===== config.mk =====
export PLATFORM = sky130hd
export DESIGN_NAME = gnn_seq_layer_flat
export DESIGN_NICKNAME = d
export VERILOG_FILES = /design/src/rtl/gnn_seq_layer_if.sv /design/src/rtl/gnn_seq_layer.sv /design/src/flat_wrapper.sv
export SDC_FILE = /design/constraint.sdc
export NUM_CORES = 1
export LEC_CHECK = 0
export CAP_MARGIN = 20
export CELL_PAD_IN_SITES_DETAIL_PLACEMENT = 0
export CELL_PAD_IN_SITES_GLOBAL_PLACEMENT = 2
export CORE_MARGIN = 3
export CORE_UTILIZATION = 37
export CTS_BUF_LIST = sky130_fd_sc_hd__clkbuf_8 sky130_fd_sc_hd__clkbuf_16
export DETAILED_ROUTE_END_ITERATION = 10
export PLACE_DENSITY = 0.83
export SETUP_SLACK_MARGIN = 0.15
export SLEW_MARGIN = 15
export SYNTH_ARGS = -nofsm -noshare
export SYNTH_HDL_FRONTEND = slang
export SYNTH_SLANG_ARGS = --single-unit

===== constraint.sdc =====
create_clock -name clk -period 5.9 [get_ports clk]
set_clock_uncertainty 0.2 [all_clocks]
set_input_delay 1.18 -clock clk [delete_from_list [all_inputs] [get_ports clk]]
set_output_delay 1.18 -clock clk [all_outputs]
set_load 0.1 [all_outputs]

===== src/rtl/gnn_seq_layer_if.sv =====
// Request/result bundle for gnn_seq_layer: start plus captured operands in, busy/done/results out.
interface gnn_seq_layer_if #(
   parameter int N_NODES = 4,
   parameter int F_IN    = 4,
   parameter int F_OUT   = 2,
   parameter int XW      = 5,
   parameter int WW      = 5,
   parameter int OW      = 17
);
   logic                            start;
   logic [N_NODES*F_IN*XW-1:0]      x_in;
   logic [F_IN*F_OUT*WW-1:0]        w_in;
   logic [N_NODES*N_NODES-1:0]      adj_in;
   logic                            busy;
   logic                            done;
   logic [N_NODES*F_OUT*OW-1:0]     out_data;

   modport master (output start, x_in, w_in, adj_in, input busy, done, out_data);
   modport slave  (input start, x_in, w_in, adj_in, output busy, done, out_data);
endinterface


===== src/rtl/gnn_seq_layer.sv =====
// Time-multiplexed GNN layer: per-node adjacency aggregation, then one shared MAC applying F_IN x F_OUT weights.
// Define GNN_RELU_EN to clamp negative results to zero before they reach out_data.
module gnn_seq_layer #(
   parameter int N_NODES = 4,
   parameter int F_IN    = 4,
   parameter int F_OUT   = 2,
   parameter int XW      = 5,
   parameter int WW      = 5,
   parameter int OW      = 17
) (
   input  logic            clk,
   input  logic            rst_n,
   gnn_seq_layer_if.slave  bus
);
   localparam int AW   = XW + $clog2(N_NODES);
   localparam int ACCW = AW + WW + $clog2(F_IN);
   localparam int PW   = AW + WW;
   localparam int NW   = (N_NODES > 1) ? $clog2(N_NODES) : 1;
   localparam int IW   = (F_IN > 1) ? $clog2(F_IN) : 1;
   localparam int OCW  = (F_OUT > 1) ? $clog2(F_OUT) : 1;
   localparam int NS   = N_NODES * F_OUT;
   localparam int SW   = (NS > 1) ? $clog2(NS) : 1;

   if (OW < ACCW) begin : g_ow_check
      $error("gnn_seq_layer: OW must be >= ACCW");
   end

   typedef enum logic [1:0] {
      S_IDLE = 2'd0,
      S_AGGR = 2'd1,
      S_MAC  = 2'd2,
      S_DONE = 2'd3
   } state_t;

   state_t                     r_state;
   state_t                     w_state_next;
   logic signed [XW-1:0]       r_x    [N_NODES][F_IN];
   logic signed [WW-1:0]       r_w    [F_OUT][F_IN];
   logic [N_NODES-1:0]         r_adj  [N_NODES];
   logic signed [AW-1:0]       r_aggr [N_NODES][F_IN];
   logic signed [OW-1:0]       r_out  [NS];
   logic [NW-1:0]              r_n;
   logic [OCW-1:0]             r_o;
   logic [IW-1:0]              r_i;
   logic [SW-1:0]              r_slot;
   logic                       r_mac_end;
   logic signed [PW-1:0]       r_prod;
   logic                       r_pv;
   logic                       r_pfirst;
   logic                       r_plast;
   logic [SW-1:0]              r_pslot;
   logic signed [ACCW-1:0]     r_acc;
   logic                       r_busy;
   logic                       r_done;

   logic signed [AW-1:0]       w_aggr_row [F_IN];
   logic signed [PW-1:0]       w_prod;
   logic signed [ACCW-1:0]     w_acc_sum;
   logic signed [OW-1:0]       w_res;
   logic                       w_issue;
   logic                       w_last_n;
   logic                       w_last_o;
   logic                       w_last_i;

   assign w_last_n = (r_n == NW'(N_NODES - 1));
   assign w_last_o = (r_o == OCW'(F_OUT - 1));
   assign w_last_i = (r_i == IW'(F_IN - 1));
   assign w_issue  = (r_state == S_MAC) && !r_mac_end;

   // Products are registered, so the last (n,o) accumulates one cycle after its final issue.
   assign w_prod    = PW'(r_aggr[r_n][r_i]) * PW'(r_w[r_o][r_i]);
   assign w_acc_sum = (r_pfirst ? {ACCW{1'b0}} : r_acc) + ACCW'(r_prod);

   // Activation applied to each finished accumulator before write-back.
   always_comb begin
`ifdef GNN_RELU_EN
      if (w_acc_sum[ACCW-1]) begin
         w_res = {OW{1'b0}};
      end else begin
         w_res = OW'(w_acc_sum);
      end
`else
      w_res = OW'(w_acc_sum);
`endif
   end

   // Sum of neighbour features for the node currently addressed by r_n.
   always_comb begin
      for (int f = 0; f < F_IN; f++) begin
         w_aggr_row[f] = {AW{1'b0}};
      end
      for (int m = 0; m < N_NODES; m++) begin
         for (int f = 0; f < F_IN; f++) begin
            if (r_adj[r_n][m]) begin
               w_aggr_row[f] = w_aggr_row[f] + AW'(r_x[m][f]);
            end else begin
               w_aggr_row[f] = w_aggr_row[f];
            end
         end
      end
   end

   // Next-state logic for IDLE -> AGGR -> MAC -> DONE.
   always_comb begin
      w_state_next = r_state;
      case (r_state)
         S_IDLE: begin
            if (bus.start) w_state_next = S_AGGR;
            else           w_state_next = S_IDLE;
         end
         S_AGGR: begin
            if (w_last_n) w_state_next = S_MAC;
            else          w_state_next = S_AGGR;
         end
         S_MAC: begin
            if (r_mac_end) w_state_next = S_DONE;
            else           w_state_next = S_MAC;
         end
         S_DONE:  w_state_next = S_IDLE;
         default: w_state_next = S_IDLE;
      endcase
   end

   // State register, operand capture, aggregation, MAC datapath and status flags.
   always_ff @(posedge clk or negedge rst_n) begin
      if (!rst_n) begin
         r_state   <= S_IDLE;
         r_n       <= '0;
         r_o       <= '0;
         r_i       <= '0;
         r_slot    <= '0;
         r_mac_end <= 1'b0;
         r_prod    <= '0;
         r_pv      <= 1'b0;
         r_pfirst  <= 1'b0;
         r_plast   <= 1'b0;
         r_pslot   <= '0;
         r_acc     <= '0;
         r_busy    <= 1'b0;
         r_done    <= 1'b0;
         for (int n = 0; n < N_NODES; n++) begin
            r_adj[n] <= '0;
            for (int f = 0; f < F_IN; f++) begin
               r_x[n][f]    <= '0;
               r_aggr[n][f] <= '0;
            end
         end
         for (int o = 0; o < F_OUT; o++) begin
            for (int i = 0; i < F_IN; i++) begin
               r_w[o][i] <= '0;
            end
         end
         for (int s = 0; s < NS; s++) begin
            r_out[s] <= '0;
         end
      end else begin
         r_state <= w_state_next;
         r_done  <= (w_state_next == S_DONE);
         r_pv    <= w_issue;
         if (w_issue) begin
            r_prod   <= w_prod;
            r_pfirst <= (r_i == IW'(0));
            r_plast  <= w_last_i;
            r_pslot  <= r_slot;
         end
         if (r_pv) begin
            r_acc <= w_acc_sum;
            if (r_plast) r_out[r_pslot] <= w_res;
         end
         case (r_state)
            S_IDLE: begin
               if (bus.start) begin
                  r_busy    <= 1'b1;
                  r_n       <= '0;
                  r_o       <= '0;
                  r_i       <= '0;
                  r_slot    <= '0;
                  r_mac_end <= 1'b0;
                  for (int n = 0; n < N_NODES; n++) begin
                     r_adj[n] <= bus.adj_in[n*N_NODES +: N_NODES];
                     for (int f = 0; f < F_IN; f++) begin
                        r_x[n][f] <= bus.x_in[(n*F_IN+f)*XW +: XW];
                     end
                  end
                  for (int o = 0; o < F_OUT; o++) begin
                     for (int i = 0; i < F_IN; i++) begin
                        r_w[o][i] <= bus.w_in[(o*F_IN+i)*WW +: WW];
                     end
                  end
               end
            end
            S_AGGR: begin
               for (int f = 0; f < F_IN; f++) begin
                  r_aggr[r_n][f] <= w_aggr_row[f];
               end
               if (w_last_n) r_n <= '0;
               else          r_n <= r_n + 1'b1;
            end
            S_MAC: begin
               if (!r_mac_end) begin
                  if (w_last_i) begin
                     r_i    <= '0;
                     r_slot <= r_slot + 1'b1;
                     if (w_last_o) begin
                        r_o <= '0;
                        if (w_last_n) begin
                           r_n       <= '0;
                           r_mac_end <= 1'b1;
                        end else begin
                           r_n <= r_n + 1'b1;
                        end
                     end else begin
                        r_o <= r_o + 1'b1;
                     end
                  end else begin
                     r_i <= r_i + 1'b1;
                  end
               end
            end
            S_DONE:  r_busy <= 1'b0;
            default: r_busy <= 1'b0;
         endcase
      end
   end

   assign bus.busy = r_busy;
   assign bus.done = r_done;
   for (genvar s = 0; s < NS; s++) begin : g_out
      assign bus.out_data[s*OW +: OW] = r_out[s];
   end
endmodule

===== src/flat_wrapper.sv =====
// flat-port wrapper written by rule: the top's interface ports become plain ports
module gnn_seq_layer_flat 
#(
   parameter int N_NODES = 4,
   parameter int F_IN    = 4,
   parameter int F_OUT   = 2,
   parameter int XW      = 5,
   parameter int WW      = 5,
   parameter int OW      = 17
)
  (clk, rst_n, bus_start, bus_x_in, bus_w_in, bus_adj_in, bus_busy, bus_done, bus_out_data);
  gnn_seq_layer_if #(.N_NODES(N_NODES), .F_IN(F_IN), .F_OUT(F_OUT), .XW(XW), .WW(WW), .OW(OW)) bus_i ();
  input  logic clk;
  input  logic rst_n;
  input wire logic [$bits(bus_i.start)-1:0] bus_start;
  input wire logic [$bits(bus_i.x_in)-1:0] bus_x_in;
  input wire logic [$bits(bus_i.w_in)-1:0] bus_w_in;
  input wire logic [$bits(bus_i.adj_in)-1:0] bus_adj_in;
  output wire logic [$bits(bus_i.busy)-1:0] bus_busy;
  output wire logic [$bits(bus_i.done)-1:0] bus_done;
  output wire logic [$bits(bus_i.out_data)-1:0] bus_out_data;
  assign bus_i.start = bus_start;
  assign bus_i.x_in = bus_x_in;
  assign bus_i.w_in = bus_w_in;
  assign bus_i.adj_in = bus_adj_in;
  assign bus_busy = bus_i.busy;
  assign bus_done = bus_i.done;
  assign bus_out_data = bus_i.out_data;
  gnn_seq_layer #(.N_NODES(N_NODES), .F_IN(F_IN), .F_OUT(F_OUT), .XW(XW), .WW(WW), .OW(OW)) u_core (.clk(clk), .rst_n(rst_n), .bus(bus_i));
endmodule

==> results.md, run 1 <==
* Clk slew on worst S/H paths at 0.06 ns
* Core Area at 58400 µm²
* Post-DP HPWL at ~43000 µm
* Worst slew pin tran at roughly 1.1 ns
* CP Buf/Inv Count at 2
* CP max FO at 6
* Vias per cell at a little over 5
* Routed WL at 57200 µm
* Critical Path Sink Type: flip-flop
* Fin. Hold Viols at 0
* Setup crit start kind: flip-flop
* Post-route ant nets at 0
* Number of global-route vias before repair at 15800
* Die Y at between 200 and 300 µm
* CTS tree: built
* Boundary Pins at ~280
* GRT Total Usage at 0.182
* Fin area at ~27000 µm²
* Syn Std Cell Area at around 22000 µm²
* TritonCTS buffer count at 45
* Crit path cell chain: mux4_2 > buf_12 > and2_4 > ha_1 > inv_1 > fa_1 > mux2i_1 > ha_1 > a21o_1 > a21oi_1 > xnor2_1 > mux2_2 > ha_1 > a211oi_1 > o21bai_1 > a21oi_1 > xnor2_1 > nand2_1 > xnor2_1 > mux2_2
* Top Family by Delay on Critical Path: multiplexers
* Synth async-reset ratio at 1.00
* Nets at about 2500
* Post-CTS Hold Fix Bufs at 0
* Slowest cell delay on critical path at ~0.63 ns
* CTS max path bufs at 3
* Initial Util at 0.379
* First-pass GRT wire length at 90200 µm
* Grt total ovfl at 0
* Area leader, netlist: dfrtp_1
* GP Congestion at just over 0.8
* Largest net degree at the start of global routing at roughly 120
* Register area share after synthesis at 0.458
* Synth unique cells at 63
* Worst hold margin at ~0.27 ns
* Crit path DAT at ~5.7 ns
* 1st-iter DRT viols at between 700 and 800
* Final Cycle Share at 0.914
* Mapped Nets at about 2300
* Final Max Slew Viols at 0
* Drt first pass iters at 6
* Area Growth Syn to Fin at 23.2%
* Clock root buffer: clkbuf_16
* Port bufs at ~280
* Minimum clock period after layout at ~5.4 ns
* Skew-Pair Late Insertion Delay at roughly 0.58 ns
* # rows at between 80 and 90
* MaxCap Viol Count at 0
* RSZ-0062 raised after global routing: false
* Largest cells by area after synthesis: dfrtp_1 (46%), mux2_2 (12%), ha_1 (6.2%), nand2_1 (5.0%), mux4_2 (4.8%)
* Area after DPL at approximately 26000 µm²
* Critical path type: reg2reg
* Worst Path Required at approximately 6.2 ns
* Layout cells sized above 1 at 0.191
* Initial antenna violation count at 6
* Yosys top cell area share at 0.458
* H-tree depth at 2
* Min-Delay Path Class: reg2reg
* Cell count after synthesis at about 2000
* DRC at 0
* Routed length per instance at around 19 µm
* Synth Register Bits at 405
* # setup viols final at 0
* Yosys Warn Count at 0
* Syn Area/Cell at 11.1 µm²
* Setup TNS at 0 ns
* Slowest CP cell: mux4_2
* Status: finished, final reports clean
* DR vias at roughly 15000
* Sinks on Clock Net at 405
* Worst slew margin at 0.262
* Fillcell total at 5457
* DIE WIDTH at ~250 µm
* Top_reg_cell synth: dfrtp_1
* Util after Layout at 0.467
* Post-synth EDFFs at 0
* Die ar. at 62700 µm²
* Fmax at 185 MHz
final cells by class:
| class | instances | area [µm²] | area share |
|---|---|---|---|
| multi-input cells | 1378 | 11100 | 0.408 |
| flip-flops and latches | 405 | 10100 | 0.372 |
| repair buffers | 312 | 3110 | 0.114 |
| clock buffers | 58 | 1310 | 0.0479 |
| well taps | 765 | 957 | 0.0351 |
| inverters | 98 | 368 | 0.0135 |
| clock inverters | 25 | 235 | 0.00864 |
| diodes | 2 | 5.00 | 0.000184 |
placed cells by master (no fill, tap or decap), types with 47 or more instances in the layout:
cell / netlist / routed
a21oi_1: 62 / 61
clkdlybuf4s50_1: 0 / 275
dfrtp_1: 405 / 404
ha_1: 110 / 110
inv_1: 97 / 105
mux2_2: 234 / 234
mux4_2: 47 / 47
nand2_1: 297 / 293
nor2_1: 50 / 50
o21ai_0: 181 / 180
Yosys cell counts (all sizes together) (3+ instances only):
cell type,number
a211oi,9
a21boi,4
a21o,20
a21oi,65
a31o,3
a31oi,6
and2,14
and3,7
buf,52
clkbuf,63
dfrtp,405
fa,36
ha,110
inv,97
mux2,234
mux2i,24
mux4,47
nand2,297
nand2b,22
nand3,9
nor2,50
nor2b,39
nor3,10
nor3b,7
nor4,3
nor4b,6
o211a,3
o211ai,3
o21a,12
o21ai,204
o21bai,4
o22ai,10
o31ai,18
or2,10
or3,7
xnor2,42
xor2,23
per-stage QoR:
step / worst slack, ns / instances
floorplan: 0.532 / 1995
global placement: 0.408 / 2951
detailed placement: 0.318 / 2952
CTS: 0.300 / 3035
global route: 0.136 / 3043
finish: 0.505 / 3043
sequential cells by signal, summed over array words and instances, names as in the netlist, 2 cells and up:
register / flops
u_core.r_aggr: 112
u_core.r_slot: 3
u_core.r_adj: 16
u_core.r_state: 2
u_core.r_w: 40
u_core.r_acc: 14
u_core.bus.out_data: 112
u_core.r_pslot: 3
u_core.r_x: 80
u_core.r_prod: 12
u_core.r_n: 2
u_core.r_i: 2
logic make-up after synthesis:
| group | after synthesis | synth area share |
|---|---|---|
| and+or+nand+nor | 486 | 0.0993 |
| DFF | 405 | 0.458 |
| AOI/OAI and AO/OA | 375 | 0.0993 |
| muxes | 305 | 0.180 |
| buffers and inverters | 213 | 0.0422 |
| adders and majority gates | 146 | 0.0948 |
| xor gates and xnor gates | 65 | 0.0257 |
what timing repair did:
action | CTS | global route
endpoints found under the setup margin | 0 | 11
buffers inserted | 0 | 5
resized for setup | 0 | 4
metal layers:
metal / global-route usage / vias to the layer above / share of wire
met5: 0 / - / 0.00087
met4: 0.0610 / 8 / 0.030
met3: 0.0268 / 89 / 0.045
met2: 0.324 / 368 / 0.50
met1: 0.225 / 7566 / 0.42
li1: - / 7423 / -
worst reg2reg max path: stages (launching register included):
cell and delay [ns]:
dfrtp_2 0.43, mux4_2 0.63, buf_12 0.18, and2_4 0.15, ha_1 0.19, inv_1 0.07, fa_1 0.40, mux2i_1 0.30
ha_1 0.30, a21o_1 0.18, a21oi_1 0.30, xnor2_1 0.10, mux2_2 0.29, ha_1 0.23, a211oi_1 0.32, o21bai_1 0.12
a21oi_1 0.18, xnor2_1 0.13, nand2_1 0.08, xnor2_1 0.21, mux2_2 0.29
final timing paths:
kind,depth (start not counted),from,to,slack [ns]
setup / recovery,20,u_core.r_n[0]$_DFFE_PN0P_,u_core.r_aggr[97]$_DFFE_PN0P_,0.50
hold / removal,2,u_core.bus.out_data[78]$_DFFE_PN0P_,u_core.bus.out_data[78]$_DFFE_PN0P_,0.27
setup reg to reg,20,u_core.r_n[0]$_DFFE_PN0P_,u_core.r_aggr[97]$_DFFE_PN0P_,0.50
hold reg to reg,2,u_core.bus.out_data[78]$_DFFE_PN0P_,u_core.bus.out_data[78]$_DFFE_PN0P_,0.27
max in group asynchronous,2,rst_n,u_core.r_aggr[100]$_DFFE_PN0P_,3.79
min in group asynchronous,1,rst_n,u_core.bus.out_data[3]$_DFFE_PN0P_,0.48
Power of run 1 is left out: the tool's default activity adds up to more than one toggle a clock period on the data nets, which glitch-free logic cannot reach.
==> run 2: changes to the inputs <==
--- a/config.mk
+++ b/config.mk
@@ -5,14 +5,15 @@
 export SDC_FILE = /design/constraint.sdc
 export NUM_CORES = 1
 export LEC_CHECK = 0
+export ABC_CLOCK_PERIOD_IN_PS = 5900
 export CAP_MARGIN = 20
 export CELL_PAD_IN_SITES_DETAIL_PLACEMENT = 0
 export CELL_PAD_IN_SITES_GLOBAL_PLACEMENT = 2
 export CORE_MARGIN = 3
-export CORE_UTILIZATION = 37
+export CORE_UTILIZATION = 29
 export CTS_BUF_LIST = sky130_fd_sc_hd__clkbuf_8 sky130_fd_sc_hd__clkbuf_16
 export DETAILED_ROUTE_END_ITERATION = 10
-export PLACE_DENSITY = 0.83
+export PLACE_DENSITY_LB_ADDON = 0.05
 export SETUP_SLACK_MARGIN = 0.15
 export SLEW_MARGIN = 15
 export SYNTH_ARGS = -nofsm -noshare
==> results.md, run 2 (same netlist as run 1, synthesis figures left out) <==
* DRC at 0 (unchanged)
* CTS max path bufs at 3 (unchanged)
* RSZ-0062 raised after global routing: false
* Boundary Pins at 277 (unchanged)
* Post-CTS Hold Fix Bufs at 0 (unchanged)
* Slack of the worst reg-to-reg path at 0.46 ns (-0.05 ns)
* Min-Delay Path Class: reg2reg
* Met3 usage at 0.0299 (+0.00309)
* Fmax at 184 MHz (-0.91%)
* Skew-Pair Late Insertion Delay at 0.59 ns (about the same)
* Minimum clock period after layout at 5.44 ns (+0.0498 ns)
* Clock root buffer: clkbuf_16
* Setup crit start kind: flip-flop
* MaxCap Viol Count at 0 (unchanged)
* Reg-to-reg startpoint: u_core.r_n[0]$_DFFE_PN0P_
* Fin cells at 3263 (+7.2%)
* Area Growth Syn to Fin at 25.6%
* GRT Total Usage at 0.171 (-0.0102)
* Final Max Slew Viols at 0 (unchanged)
* Post-DP HPWL at 50400 µm (+18%)
* Core Area at 74900 µm² (+28%)
* Setup TNS at 0 ns (unchanged)
* Die ar. at 79600 µm² (+27%)
* # setup viols final at 0 (unchanged)
* Sinks on Clock Net at 405 (unchanged)
* Crit path DAT at 5.71 ns (+0.06 ns)
* Die Y at 282 µm (+13%)
* Slowest CP cell: mux4_2
* Reg-to-Reg End: u_core.r_aggr[41]$_DFFE_PN0P_
* 1st-iter DRT viols at 550 (-27%)
* Hold Path End: u_core.bus.out_data[73]$_DFFE_PN0P_
* Post-Place Setup Slack at 0.280 ns (-0.0376 ns)
* Worst R2R Path Depth at 20 (unchanged)
* # rows at 100 (+14%)
* Fin. Hold Viols at 0 (unchanged)
* Clk slew on worst S/H paths at 0.06 ns (about the same)
* Critical path type: reg2reg
* Busiest grt layer: met2
* DR vias at 15400 (-0.12%)
* DIE WIDTH at 282 µm (+13%)
* Routed length per instance at 20.7 µm (+9.9%)
* CP most frequent cell: ha_1
* Worst slew margin at 0.260 (-0.00133)
* Final Cycle Share at 0.923 (+0.00843)
* Global routing usage on met2 at 0.310 (-0.0133)
* Slowest cell delay on critical path at 0.61 ns (-0.02 ns)
* Area after DPL at 26000 µm² (+1.6%)
* Layout cells sized above 1 at 0.196 (+0.00521)
* Largest net degree at the start of global routing at 94 (-22%)
* Register area at 10100 µm² (about the same)
* Initial Util at 0.295 (-0.0839)
* Status: finished, final reports clean
* Nets at 2545 (+0.79%)
* Min-delay src: u_core.bus.out_data[73]$_DFFE_PN0P_
* Initial antenna violation count at 2 (-4)
* Most frequent cells in the layout: dfrtp_1 (403), nand2_1 (296), clkdlybuf4s50_1 (275)
* Number of global-route vias before repair at 16400 (+3.2%)
* DP Cell Count at 3168 (+7.3%)
* Hold path cells at 2 (unchanged)
* Setup ws final at 0.455 ns (-0.0498 ns)
* Port bufs at 276 (unchanged)
* Fin area at 27800 µm² (+2.0%)
* Critical Path Sink Type: flip-flop
* Drt first pass iters at 6 (unchanged)
* GP Congestion at 0.786 (-2.3%)
* Most common cell after layout, fill and taps aside: dfrtp_1
* TritonCTS buffer count at 51 (+13%)
* Worst slew pin tran at 1.11 ns (+0.00644 ns)
* Worst Path Required at 6.16 ns (about the same)
* First-pass GRT wire length at 103000 µm (+14%)
* Vias per cell at 4.73 (-6.9%)
* Fillcell total at 7356 (+35%)
* Post-route ant nets at 0 (unchanged)
* Footprint of the multi-input gates at 11100 µm² (about the same)
* CP max FO at 15 (+9)
* Met1 Resource Use GR at 0.210 (-0.0149)
* H-tree depth at 2 (unchanged)
* Crit path cell chain: mux4_2 > buf_6 > and2_4 > ha_1 > inv_1 > fa_1 > mux2i_2 > ha_1 > a21o_1 > a21oi_1 > xnor2_1 > mux2_2 > ha_1 > o21ai_0 > o21bai_1 > a21oi_1 > xnor2_1 > nand2_1 > xnor2_2 > mux2_2
* Routed WL at 67400 µm (+18%)
* Grt total ovfl at 0 (unchanged)
* CTS tree: built
[run 2: changes by cell type in the layout (fill, tap and decap cells not counted), sizes merged]
cell,change
inv,+5
buf,+13
clkinv,-7
clkbuf,+5
[run 2: final cells by class]
class | count | area share
Clock buffer | 62 | 0.0514
Timing Repair Buffer | 326 | 0.119
Antenna cell | 2 | 0.000180
Clock inverter | 23 | 0.00752
Sequential cell | 405 | 0.365
Inverter | 98 | 0.0132
Tap cell | 969 | 0.0436
Multi-Input combinational cell | 1378 | 0.400
[run 2: metrics by stage]
stage                util  hold WS [ns]
detailed placement  0.347         0.265
finish              0.371         0.273
CTS                 0.369         0.278
floorplan               -         0.241
global route        0.371         0.296
global placement    0.347         0.257
[run 2: routing by layer]
| layer | up-vias | part of all wire |
|---|---|---|
| met2 | 281 | 0.51 |
| met1 | 7596 | 0.43 |
| met5 | - | 0.00016 |
| met3 | 83 | 0.041 |
| li1 | 7474 | - |
| met4 | 2 | 0.023 |
[run 2: worst max-delay path by stage]
stage,depth (start not counted),start,endpoint,slack (ns)
floorplan,18,u_core.r_n[1]$_DFFE_PN0P_,u_core.r_prod[11]$_DFFE_PN0P_,0.53
global placement,17,u_core.r_n[0]$_DFFE_PN0P_,u_core.r_prod[11]$_DFFE_PN0P_,0.32
detailed placement,20,u_core.r_n[0]$_DFFE_PN0P_,u_core.r_aggr[13]$_DFFE_PN0P_,0.28
CTS,20,u_core.r_n[0]$_DFFE_PN0P_,u_core.r_aggr[41]$_DFFE_PN0P_,0.24
global route,23,u_core.r_n[0]$_DFFE_PN0P_,u_core.r_aggr[69]$_DFFE_PN0P_,0.15
finish,20,u_core.r_n[0]$_DFFE_PN0P_,u_core.r_aggr[41]$_DFFE_PN0P_,0.46
[run 2: repair_timing]
action                                  CTS  global route
endpoints found under the setup margin    0            28
resized for setup                         0             9
buffers inserted                          0             6
[run 2: worst max-delay path, delay by kind of cell, from the launching register on]
family | cells | cell delay (ns)
DFF | 1 | 0.45
and+or+nand+nor | 2 | 0.26
muxes | 4 | 1.45
AOI/OAI and AO/OA | 5 | 1.02
xor gates and xnor gates | 3 | 0.45
buffers and inverters | 2 | 0.26
adders and majority gates | 4 | 1.21
Power of run 2 is left out for the same reason.
